[config.mk]
export PLATFORM = sky130hd
export DESIGN_NAME = writeback_unit
export DESIGN_NICKNAME = d
export VERILOG_FILES = /design/src/rtl/wb_pkg.sv /design/src/rtl/mem_req_timer.sv /design/src/rtl/writeback_unit.sv
export SDC_FILE = /design/constraint.sdc
export NUM_CORES = 1
export LEC_CHECK = 0
export BUFFER_PORTS_ARGS = -buffer_cell sky130_fd_sc_hd__buf_2
export CAP_MARGIN = 20
export CELL_PAD_IN_SITES_DETAIL_PLACEMENT = 0
export CELL_PAD_IN_SITES_GLOBAL_PLACEMENT = 1
export CORE_MARGIN = 2
export CORE_UTILIZATION = 41
export CTS_CLUSTER_SIZE = 25
export DETAILED_ROUTE_END_ITERATION = 12
export GPL_TIMING_DRIVEN = 0
export MAX_ROUTING_LAYER = met4
export PLACE_DENSITY = 0.87
export SYNTH_ARGS = -nofsm -noshare
export SYNTH_HDL_FRONTEND = slang
export SYNTH_SLANG_ARGS = --single-unit
[constraint.sdc]
create_clock -name I_clk -period 1.74 [get_ports I_clk]
set_input_delay 0.087 -clock I_clk [delete_from_list [all_inputs] [get_ports I_clk]]
set_output_delay 0.087 -clock I_clk [all_outputs]
set_load 0.005 [all_outputs]
[src/rtl/wb_pkg.sv]
// Shared types and defaults for the writeback (commit) stage.
// Holds the memop encodings, the FSM state type and the default datapath width.
package wb_pkg;

    localparam int DEFAULT_DATA_W = 16;

    typedef enum logic [1:0] {
        MEMOP_NONE  = 2'b00,
        MEMOP_LOAD  = 2'b01,
        MEMOP_STORE = 2'b10
    } memop_e;

    typedef enum logic [1:0] {
        IDLE   = 2'b00,
        MEM    = 2'b01,
        COMMIT = 2'b10
    } wb_state_e;

endpackage

[src/rtl/mem_req_timer.sv]
// Counts cycles spent waiting for a memory acknowledge and flags expiry.
// Used by writeback_unit only when MEM_TIMEOUT_EN is defined.
module mem_req_timer #(
    parameter int TIMEOUT = 255
) (
    input  logic clk,
    input  logic rst_n,
    input  logic run,
    output logic expired
);

    localparam logic [7:0] LIMIT = 8'(TIMEOUT - 1);

    logic [7:0] count;

    // Restarts from zero every time the stage leaves MEM, saturates at the top.
    always_ff @(posedge clk or negedge rst_n) begin
        if (!rst_n) begin
            count <= 8'd0;
        end else if (!run) begin
            count <= 8'd0;
        end else if (count != 8'hFF) begin
            count <= count + 8'd1;
        end
    end

    assign expired = run && (count == LIMIT);

endmodule

[src/rtl/writeback_unit.sv]
// Commit stage behind the ALU: optional load/store over req/ack, then register or PC write.
// Define MEM_TIMEOUT_EN to bound the ack wait with mem_req_timer and a sticky O_err.
module writeback_unit
   import wb_pkg::*;
#(
   parameter int DATA_W    = DEFAULT_DATA_W,
   parameter int REG_SEL_W = 3,
   parameter int TIMEOUT   = 255
) (
   input  logic                 I_clk,
   input  logic                 I_rst_n,
   input  logic                 I_en,
   input  logic [DATA_W-1:0]    I_aluresult,
   input  logic                 I_shldBranch,
   input  logic [DATA_W-1:0]    I_storedata,
   input  logic [1:0]           I_memop,
   input  logic                 I_regwe,
   input  logic [REG_SEL_W-1:0] I_rD_sel,
   output logic                 O_mem_req,
   output logic                 O_mem_we,
   output logic [DATA_W-1:0]    O_mem_addr,
   output logic [DATA_W-1:0]    O_mem_wdata,
   input  logic                 I_mem_ack,
   input  logic [DATA_W-1:0]    I_mem_rdata,
   output logic                 O_reg_we,
   output logic [REG_SEL_W-1:0] O_reg_sel,
   output logic [DATA_W-1:0]    O_reg_data,
   output logic                 O_pc_load,
   output logic [DATA_W-1:0]    O_pc_target,
   output logic                 O_busy,
   output logic                 O_done,
   output logic                 O_err
);

   wb_state_e state;

   logic [DATA_W-1:0]    capResult;
   logic                 capBranch;
   logic                 capLoad;
   logic                 capStore;
   logic                 capRegwe;
   logic [REG_SEL_W-1:0] capRd;
   logic [DATA_W-1:0]    loadData;
   logic                 timedOut;
   logic                 errQ;
   logic                 timeoutHit;

   logic inLoad;
   logic inStore;

   // Decode the incoming memop; reserved 11 decodes as neither load nor store.
   assign inLoad  = (I_memop == MEMOP_LOAD);
   assign inStore = (I_memop == MEMOP_STORE);

`ifdef MEM_TIMEOUT_EN
   mem_req_timer #(
      .TIMEOUT (TIMEOUT)
   ) u_timer (
      .clk     (I_clk),
      .rst_n   (I_rst_n),
      .run     (state == MEM),
      .expired (timeoutHit)
   );
`else
   assign timeoutHit = 1'b0;
`endif

   // Single FSM with registered outputs; strobes default low each cycle.
   always_ff @(posedge I_clk or negedge I_rst_n) begin
      if (!I_rst_n) begin
         state       <= IDLE;
         capResult   <= '0;
         capBranch   <= 1'b0;
         capLoad     <= 1'b0;
         capStore    <= 1'b0;
         capRegwe    <= 1'b0;
         capRd       <= '0;
         loadData    <= '0;
         timedOut    <= 1'b0;
         errQ        <= 1'b0;
         O_mem_req   <= 1'b0;
         O_mem_we    <= 1'b0;
         O_mem_addr  <= '0;
         O_mem_wdata <= '0;
         O_reg_we    <= 1'b0;
         O_reg_sel   <= '0;
         O_reg_data  <= '0;
         O_pc_load   <= 1'b0;
         O_pc_target <= '0;
         O_done      <= 1'b0;
      end else begin
         O_reg_we  <= 1'b0;
         O_pc_load <= 1'b0;
         O_done    <= 1'b0;
         case (state)
            IDLE: begin
               if (I_en) begin
                  capResult <= I_aluresult;
                  capBranch <= I_shldBranch;
                  capLoad   <= inLoad && !I_shldBranch;
                  capStore  <= inStore && !I_shldBranch;
                  capRegwe  <= I_regwe;
                  capRd     <= I_rD_sel;
                  timedOut  <= 1'b0;
                  if (!I_shldBranch && (inLoad || inStore)) begin
                     O_mem_req   <= 1'b1;
                     O_mem_we    <= inStore;
                     O_mem_addr  <= I_aluresult;
                     O_mem_wdata <= I_storedata;
                     state       <= MEM;
                  end else begin
                     state <= COMMIT;
                  end
               end
            end
            MEM: begin
               if (I_mem_ack) begin
                  O_mem_req <= 1'b0;
                  loadData  <= I_mem_rdata;
                  state     <= COMMIT;
               end else if (timeoutHit) begin
                  O_mem_req <= 1'b0;
                  errQ      <= 1'b1;
                  timedOut  <= 1'b1;
                  state     <= COMMIT;
               end
            end
            COMMIT: begin
               O_done <= 1'b1;
               if (!timedOut) begin
                  if (capBranch) begin
                     O_pc_load   <= 1'b1;
                     O_pc_target <= capResult;
                  end else if (capRegwe && !capStore) begin
                     O_reg_we   <= 1'b1;
                     O_reg_sel  <= capRd;
                     O_reg_data <= capLoad ? loadData : capResult;
                  end
               end
               state <= IDLE;
            end
            default: state <= IDLE;
         endcase
      end
   end

   // Busy whenever the FSM is occupied; error flag is the sticky timeout register.
   assign O_busy = (state != IDLE);
   assign O_err  = errQ;

endmodule

## Word-level counts from Yosys, hierarchy flattened

Cells that the tools add are included.
Widths: inputs -> output; s select.

- Input port bits: 59
- Flip-flop bits (word level): 113
- Word-level logic and storage cells: 58

- Equal/unequal tests: 7
- Reductions and logical operators: 17
- Multiplexer cells: 15
- Bitwise gates (word level): 1

Operators with widths:

| kind | count |
|---|---|
| $mux 16 | 1 |
| $mux 1 | 9 |
| $reduce_and 2->1 | 4 |
| $mux 2 | 3 |
| $ne 2x2->1 const B | 3 |
| $reduce_and 3->1 | 2 |
| $eq 2x1->1 const B | 2 |
| $eq 2x2->1 const B | 2 |
| $logic_and 1x1->1 | 4 |
| $pmux 2 s2 | 1 |
| $reduce_and 4->1 | 1 |
| $reduce_bool 2->1 | 2 |
| $logic_not 1->1 | 2 |
| $logic_not 2->1 | 1 |
| $pmux 1 s2 | 1 |
| $logic_or 1x1->1 | 1 |
| $not 1->1 | 1 |

## Logic depth before layout (Yosys ltp)

Gate-level depths: netlist of the first run.

- Depth in word-level cells: 6
- Mapped depth: 6
- Gate-level depth less buffers: 5

## Least setup slack after synthesis of the first run

Ideal clock, no wire load.

- Kind: flip-flop to flip-flop
- From: reg capLoad
- To: reg O_reg_data[10]
- Buffers on the path: 2
- Cell stages (with the launch flop): 5
- Slack: 0.195 ns
- Period minus slack after synthesis: 1.545 ns
- Library setup time: 0.125 ns
- Arrival time: 1.421 ns
- Path through: dfrtp_1 buf_2 clkbuf_1 mux2_2 mux2_2

- Word-level cells in the longest chain between the ends: 1

RTL lines:

| item | line | source |
|---|---|---|
| start: declaration | writeback_unit.sv:39 | `logic capLoad;` |
| start signal: assignment | writeback_unit.sv:100 | `capLoad <= inLoad && !I_shldBranch;` |
| $mux 16 | writeback_unit.sv:137 | `O_reg_data <= capLoad ? loadData : capResult;` |
| end signal: assignment | writeback_unit.sv:137 |  |
| end: declaration | writeback_unit.sv:27 | `output logic [DATA_W-1:0] O_reg_data,` |

Every way passes these cells.
A chain may end at the register's enable or synchronous reset.

## Worst setup path in the final report of the first run

- From: reg state[0]
- To: reg O_mem_addr[6]

- Word-level cells in the longest chain between the ends: 2

RTL lines:

| item | line | source |
|---|---|---|
| start: declaration | writeback_unit.sv:35 | `wb_state_e state;` |
| start signal: assignment | writeback_unit.sv:71 | `state <= IDLE;` |
| start signal: assignment | writeback_unit.sv:110 | `state <= MEM;` |
| start signal: assignment | writeback_unit.sv:112 | `state <= COMMIT;` |
| $logic_not 2->1 | writeback_unit.sv:95 | `case (state)` |
| $reduce_and 3->1 (no source line) | -- |  |
| end signal: assignment | writeback_unit.sv:108 | `O_mem_addr <= I_aluresult;` |
| end: declaration | writeback_unit.sv:21 | `output logic [DATA_W-1:0] O_mem_addr,` |

Every way passes these cells.

==> summary.txt, run 1 <==
Status
  • Outcome: finished clean

Synth
  • Synth Register Bits: 113
  • Count leader, synth: dfrtp_1
  • Post-synthesis sequential area ratio: 63.8%
  • Yosys Warn Count: 0
  • Synth cell types: 22
  • Top_reg_cell synth: dfrtp_1
  • Synth Cell Area: between 4000 and 5000 µm²
  • Dominant cells by area after synthesis: dfrtp_1 64%, mux2_2 24%, mux2_1 7.1%, buf_2 1.0%, ha_1 0.56%
  • Post-Syn Instances: 274
  • Area leader, netlist: dfrtp_1
  • Syn Area/Cell: 16.2 µm²
  • EDFF count, synth: 0
  • Fraction of registers with async set/reset: 100%
  • Syn_nets: 335
  • Synth top area share: 63.8%
  • Synth top cells by count: 113 x dfrtp_1, 93 x mux2_2, 28 x mux2_1

STA
  • Clk_skew: between 15 and 20 ps
  • Fin crit share: 96.3%
  • Slew HR: approximately 53%
  • Finish-stage setup viols: 0
  • Slew Viols, Final: 0
  • Final Hold Viols: 0
  • Final critical-path required period: ~1700 ps
  • Worst Tran Pin Value: 708 ps
  • Achievable Freq: about 600 MHz

Clocking
  • Num CTS Buffers: 17
  • Clk sink count: 113
  • Latest clock arrival within the worst-skew pair: 510 ps
  • CTS Root Cell: clkbuf_8
  • Clk slew on worst S/H paths: 60 ps
  • CTS tree: done
  • H-tree levels: 4
  • Worst-case clock buffer depth: 2

Layout
  • Post-layout nets: approximately 550
  • Layout Utilization: between 60% and 70%
  • Layout cell share with drive strength beyond 1: around 56%
  • FILL cells: 797
  • Antenna diode count: 0
  • Finished Cell Area: 6550 µm²
  • Layout overhead on the synthesized area: 47.8%

Critical path
  • Worst EP required: roughly 2100 ps
  • Critical path class: reg -> reg
  • CP arrival: 2050 ps
  • CP max stage cell: dfrtp_1
  • Max incr delay on CP: about 450 ps
  • Startpoint Class: flop
  • Critical-path cell list: nor3b_4 > nand2_4 > clkbuf_4 > mux2_1
  • Worst-path fanout max: 10
  • Worst R2R Path Depth: 4
  • Worst Setup End Kind: flop

Floorplanning
  • Die Area: ~12,000 µm²
  • Chip Width: 108 µm
  • Initial core utilization: 42.6%
  • Io pins: 133
  • Core area: 10,400 µm²
  • Chip height: 108 µm
  • FP Rows: 37

Global routing
  • Grt ovf: 0
  • First-pass GRT wire length: about 16,000 µm
  • Number of global-route vias before repair: approximately 3,300
  • Largest net degree at the start of global routing: 60
  • Number of antenna violations at the first check in global routing: 0
  • Gr usage total: roughly a fifth

Drt
  • Drt wl/cell: between 15 and 20 µm
  • Pre-Repair DR Iteration Count: 4
  • Iter 0 DRT Violations: 98
  • Drt total wl: 10,200 µm
  • Vias post-DR: approximately 3,000
  • # DRC: 0
  • Via density: around 4.7
  • Final ANT Viol Nets: 0

Placed design
  • Placed Instance Area: 5290 µm²
  • Placer Congestion: 0.701
  • Port buffer count: 131
  • DPL Wire Length: 6700 µm

Min path
  • Hold WC Path Type: in -> async

Power
  • Switching Power: 2630 µW
  • Net Sw Frac: 25.8%
  • Clock share of power: 34.8%
  • Seq pwr share: 41.3%
  • Worst IR Drop VDD: 0.000925 V
  • Combinational Power Share: 23.9%
  • LEAKAGE: 0.00314 µW
  • Int Power: 7590 µW
  • Power Density: 1560 nW/µm²

Flow run
  • Max-cap check violation count: 0
metal layers:
metal  vias to the layer above  track usage, %  share of wire, %
li1                       1393               -                 -
met1                      1508            21.4                42
met2                        97            32.1                51
met3                        14            5.55               5.5
met4                         0            7.23               1.3
met5                         -               -                 0
critical path, delay by kind of cell, from the launching register on:
family,cells,cell delay [ps]
flops,1,450
mux,1,340
buf+inv,1,250
simple gates,2,500
registers in the layout, summed over array words and instances (netlist names), 2 cells and up:
register	cells
state	2
capResult	16
loadData	16
O_pc_target	16
O_reg_sel	3
capRd	3
O_reg_data	16
O_mem_addr	16
O_mem_wdata	16
cells by family after synthesis:
kind of cell	synth area share, %
compound gates	0.451
fa+ha+maj	0.564
buf+inv	1.86
flops	63.8
mux	30.7
other cells	0.0846
simple gates	2.54
final timing paths:
| check | from | endpoint | slack [ps] |
|---|---|---|---|
| max | state[0] | O_mem_addr[6] | 60 |
| min | I_rst_n | capResult[5] | 190 |
| max reg2reg | state[0] | O_mem_addr[6] | 60 |
| min reg2reg | O_mem_addr[3] | O_mem_addr[3] | 480 |
| max in group asynchronous | I_rst_n | capBranch | 820 |
| min in group I_clk | I_storedata[7] | O_mem_wdata[7] | 320 |
power groups by stage:
| stage | Combinational [µW] | Clock [µW] | Sequential (µW) |
|---|---|---|---|
| 3_3_place_gp | 2260 | 0 | 4170 |
| 4_1_cts | 2460 | 3630 | 4210 |
| 6_report | 2440 | 3560 | 4220 |
| 2_1_floorplan | 1180 | 0 | 4220 |
| 3_5_place_dp | 2350 | 0 | 4240 |
| 5_1_grt | 2680 | 3760 | 4350 |
cell type report:
| class | count | area (µm²) | area share (%) |
|---|---|---|---|
| flip-flops and latches | 113 | 2830 | 43.2 |
| plain buffers | 11 | 70.1 | 1.07 |
| well taps | 136 | 170 | 2.60 |
| repair buffers | 198 | 1330 | 20.2 |
| multi-input cells | 144 | 1530 | 23.4 |
| inverters | 5 | 18.8 | 0.286 |
| clock inverters | 11 | 160 | 2.44 |
| clock buffers | 21 | 449 | 6.86 |
cell usage in the layout, fill, tap and decap left out, drive strengths merged, types with 3 or more instances in the layout:
cell / count
bufinv: 4
mux2: 121
nand3b: 3
clkbuf: 23
nand2: 5
buf: 149
inv: 5
clkinv: 5
o21ai: 3
dlygate4sd3: 58
dfrtp: 113
metrics by stage:
step           total power [µW]  hold WS, ps  setup WS, ps  setup TNS (ps)  std cells
6_report                  10200          186          64.9               0        639
5_1_grt                   10800          239         -18.2           -89.2        639
4_1_cts                   10300          182          11.0               0        633
3_5_place_dp               6590          184          -209           -4040        542
3_3_place_gp               6430          297          -656          -76070        541
2_1_floorplan              5400         -209           195               0        274
repair_timing:
item / 4_1_cts / 5_1_grt
setup endpoints to repair: 53 / 53
pin swaps: 2 / 0
setup buffers: 2 / 6
cloned: 0 / 0
hold buffers: 58 / 0
resized for setup: 0 / 8
hold endpoints to repair: 128 / 0
No activity file was read; power rests on OpenSTA's default activity.
==> run 2: changes to the inputs <==
--- a/config.mk
+++ b/config.mk
@@ -9,13 +9,12 @@
 export CAP_MARGIN = 20
 export CELL_PAD_IN_SITES_DETAIL_PLACEMENT = 0
 export CELL_PAD_IN_SITES_GLOBAL_PLACEMENT = 1
-export CORE_MARGIN = 2
 export CORE_UTILIZATION = 41
 export CTS_CLUSTER_SIZE = 25
 export DETAILED_ROUTE_END_ITERATION = 12
 export GPL_TIMING_DRIVEN = 0
-export MAX_ROUTING_LAYER = met4
 export PLACE_DENSITY = 0.87
 export SYNTH_ARGS = -nofsm -noshare
 export SYNTH_HDL_FRONTEND = slang
+export SYNTH_HIERARCHICAL = 1
 export SYNTH_SLANG_ARGS = --single-unit
==> run 2 against run 1 <==
Compared with the run above: power down 2.8%; largest cell class unchanged; highest routed layer unchanged; critical path type unchanged; final cell count fell by 0.31%; clock power down 7.0%; routed wire length is 0.98% lower; global-route usage grew 0.30 points.
==> summary.txt, run 2 <==
STA
  • Final TNS setup: 0 ps
  • Clk_skew: 9.43 ps
  • Slew Viols, Final: 0
  • Slew HR: approximately 64%
  • Final critical-path required period: ~1700 ps
  • Unrepaired setup endpoints after global routing: true
  • Fin crit share: between 90% and 100%
  • Worst Tran Pin Value: 537 ps
  • Finish-stage setup viols: 0
  • Final Hold Viols: 0
  • Achievable Freq: ~600 MHz

Floorplanning
  • Die Area: 11,200 µm²
  • Chip height: 106 µm
  • FP Rows: 37
  • Core area: 10,400 µm²
  • Io pins: ~130
  • Chip Width: 106 µm
  • Initial core utilization: a little over two fifths

Drt
  • Drt total wl: about 10,000 µm
  • Iter 0 DRT Violations: 70
  • # DRC: 0
  • Via density: around 4.7
  • Drt wl/cell: 15.9 µm
  • Pre-Repair DR Iteration Count: 4
  • Vias post-DR: 3,005
  • Final ANT Viol Nets: 0

Critical path
  • RR Endpoint: O_reg_data[12]
  • Worst Setup End Kind: flop
  • Family with the most delay on the worst path: flip-flops
  • Reg2reg setup slack: 70 ps
  • Worst R2R Path Depth: 4
  • CP arrival: 2050 ps
  • RR Startpoint: state[0]
  • Worst-path fanout max: 10
  • Critical-path cell list: and2b_1 > and3_1 > buf_2 > mux2_2
  • Startpoint Class: flop
  • Max incr delay on CP: 450 ps
  • Critical path class: reg -> reg
  • Buf/Inv on CP: 1
  • Worst EP required: roughly 2100 ps
  • CP max stage cell: dfrtp_2

Status
  • Outcome: finished clean

Min path
  • Hold WC Path Type: in -> async

Clocking
  • CTS tree: done
  • CTS Root Cell: clkbuf_8
  • Clk slew on worst S/H paths: 60 ps
  • Latest clock arrival within the worst-skew pair: 500 ps
  • Num CTS Buffers: 17
  • H-tree levels: 4
  • Worst-case clock buffer depth: 2
  • Clk sink count: 113

Layout
  • Post-layout nets: 550
  • FILL cells: about 820
  • Commonest non-fill, non-tap cell in the layout: buf_2
  • Antenna diode count: 0
  • Final std cells w/o fill: 637
  • Area of the multi-input gates: 1530 µm²
  • Layout overhead on the synthesized area: 46.3%
  • Register area: 2830 µm²
  • Layout cell share with drive strength beyond 1: 55.5%
  • Commonest cells after routing, fill and taps aside: 139 x buf_2, 112 x dfrtp_1, 93 x mux2_2

Synth
  • Synth top area share: 63.8%
  • Synth Register Bits: 113
  • Dominant cells by area after synthesis: dfrtp_1 64%, mux2_2 24%, mux2_1 7.1%, buf_2 1.0%, ha_1 0.56%
  • Area leader, netlist: dfrtp_1
  • Synth top cells by count: 113 x dfrtp_1, 93 x mux2_2, 28 x mux2_1
  • Fraction of registers with async set/reset: between 90% and 100%
  • Count leader, synth: dfrtp_1
  • Synth Cell Area: 4430 µm²
  • Post-synthesis sequential area ratio: 63.8%
  • Syn Area/Cell: 16.2 µm²
  • Synth cell types: 22
  • Top_reg_cell synth: dfrtp_1
  • EDFF count, synth: 0
  • Yosys Warn Count: 6
  • Syn_nets: 335
  • Post-Syn Instances: 274

Global routing
  • First-pass GRT wire length: 16,400 µm
  • Number of antenna violations at the first check in global routing: 0
  • Largest net degree at the start of global routing: 75
  • Gr usage total: roughly a fifth
  • Number of global-route vias before repair: 3,316
  • Grt ovf: 0

Placed design
  • Placer Congestion: roughly 0.71
  • Port buffer count: 131
  • DPL Wire Length: approximately 6500 µm
  • Placed cells: 542

Power
  • Worst IR Drop VDD: 0.000858 V
  • Power Density: around 1500 nW/µm²
  • LEAKAGE: approximately 0.0031 µW

Flow run
  • Max-cap check violation count: 0
run 2: cell counts after synthesis:
No cell type changed its count.
run 2: per-stage QoR:
stage	hold slack (ps)	util, %	area, µm²	power [µW]	setup slack (ps)
floorplan	-209	-	4430	5400	195
global placement	297	50.5	5260	6420	-672
CTS	102	61.8	6440	10000	0.508
finish	113	62.3	6490	9930	67.6
detailed placement	104	50.8	5290	6580	-220
global route	145	62.3	6490	10500	-24.2
run 2: power breakdown:
part / switching (µW) / total [µW] / internal [µW] / leakage (µW)
registers: 521 / 4190 / 3670 / 0.00136
clock network: 1160 / 3310 / 2160 / 0.000267
logic: 909 / 2420 / 1520 / 0.00147
run 2: worst max-delay path by stage:
stage / from / end / cells after the start
finish: state[0] / O_reg_data[12] / 4
global route: state[0] / O_reg_sel[0] / 4
CTS: state[1] / loadData[7] / 3
detailed placement: capLoad / O_reg_data[8] / 4
global placement: I_rst_n / O_mem_wdata[12] / 1
floorplan: capLoad / O_reg_data[10] / 4
run 2: routing by layer:
layer / vias up / global-route usage, % / wire (µm) / share of wire, %
met5: - / 0 / 0 / 0
met4: 0 / 8.73 / 223 / 2.2
met3: 19 / 5.89 / 603 / 6.0
met2: 105 / 32.2 / 4940 / 49
met1: 1481 / 23.0 / 4330 / 43
li1: 1400 / - / - / -
run 2: logic make-up (layout without fill, tap and decap cells):
logic type,after synthesis,count (layout),synth area share (%)
other,1,1,0.0846
adder cells (fa/ha/maj),2,2,0.564
AO/OA/AOI/OAI,4,4,0.451
buffers and inverters,17,244,1.86
AND/OR/NAND/NOR,16,16,2.54
flip-flops,113,113,63.8
multiplexers,121,121,30.7
run 2: area by class of cell:
type / count / area share (%)
inverter: 5 / 0.289
tap: 136 / 2.62
clock buffer: 20 / 6.56
multi-input combinational: 144 / 23.5
sequential: 113 / 43.6
clock inverter: 11 / 2.16
timing repair buffer: 197 / 20.3
buffer: 11 / 0.926
run 2: worst reg2reg max path: cells and delay by family (launching register included):
kind	cells	cell delay (ps)
DFF	1	450
buffers and inverters	1	290
muxes	1	380
and+or+nand+nor	2	440
run 2: repair_timing:
| action | in CTS | in global routing |
|---|---|---|
| resized for setup | 0 | 2 |
| hold buffers | 58 | 0 |
| setup buffers | 1 | 6 |
| pin swaps | 2 | 1 |
| endpoints found under the setup margin | 54 | 60 |
| hold endpoints to repair | 113 | 0 |
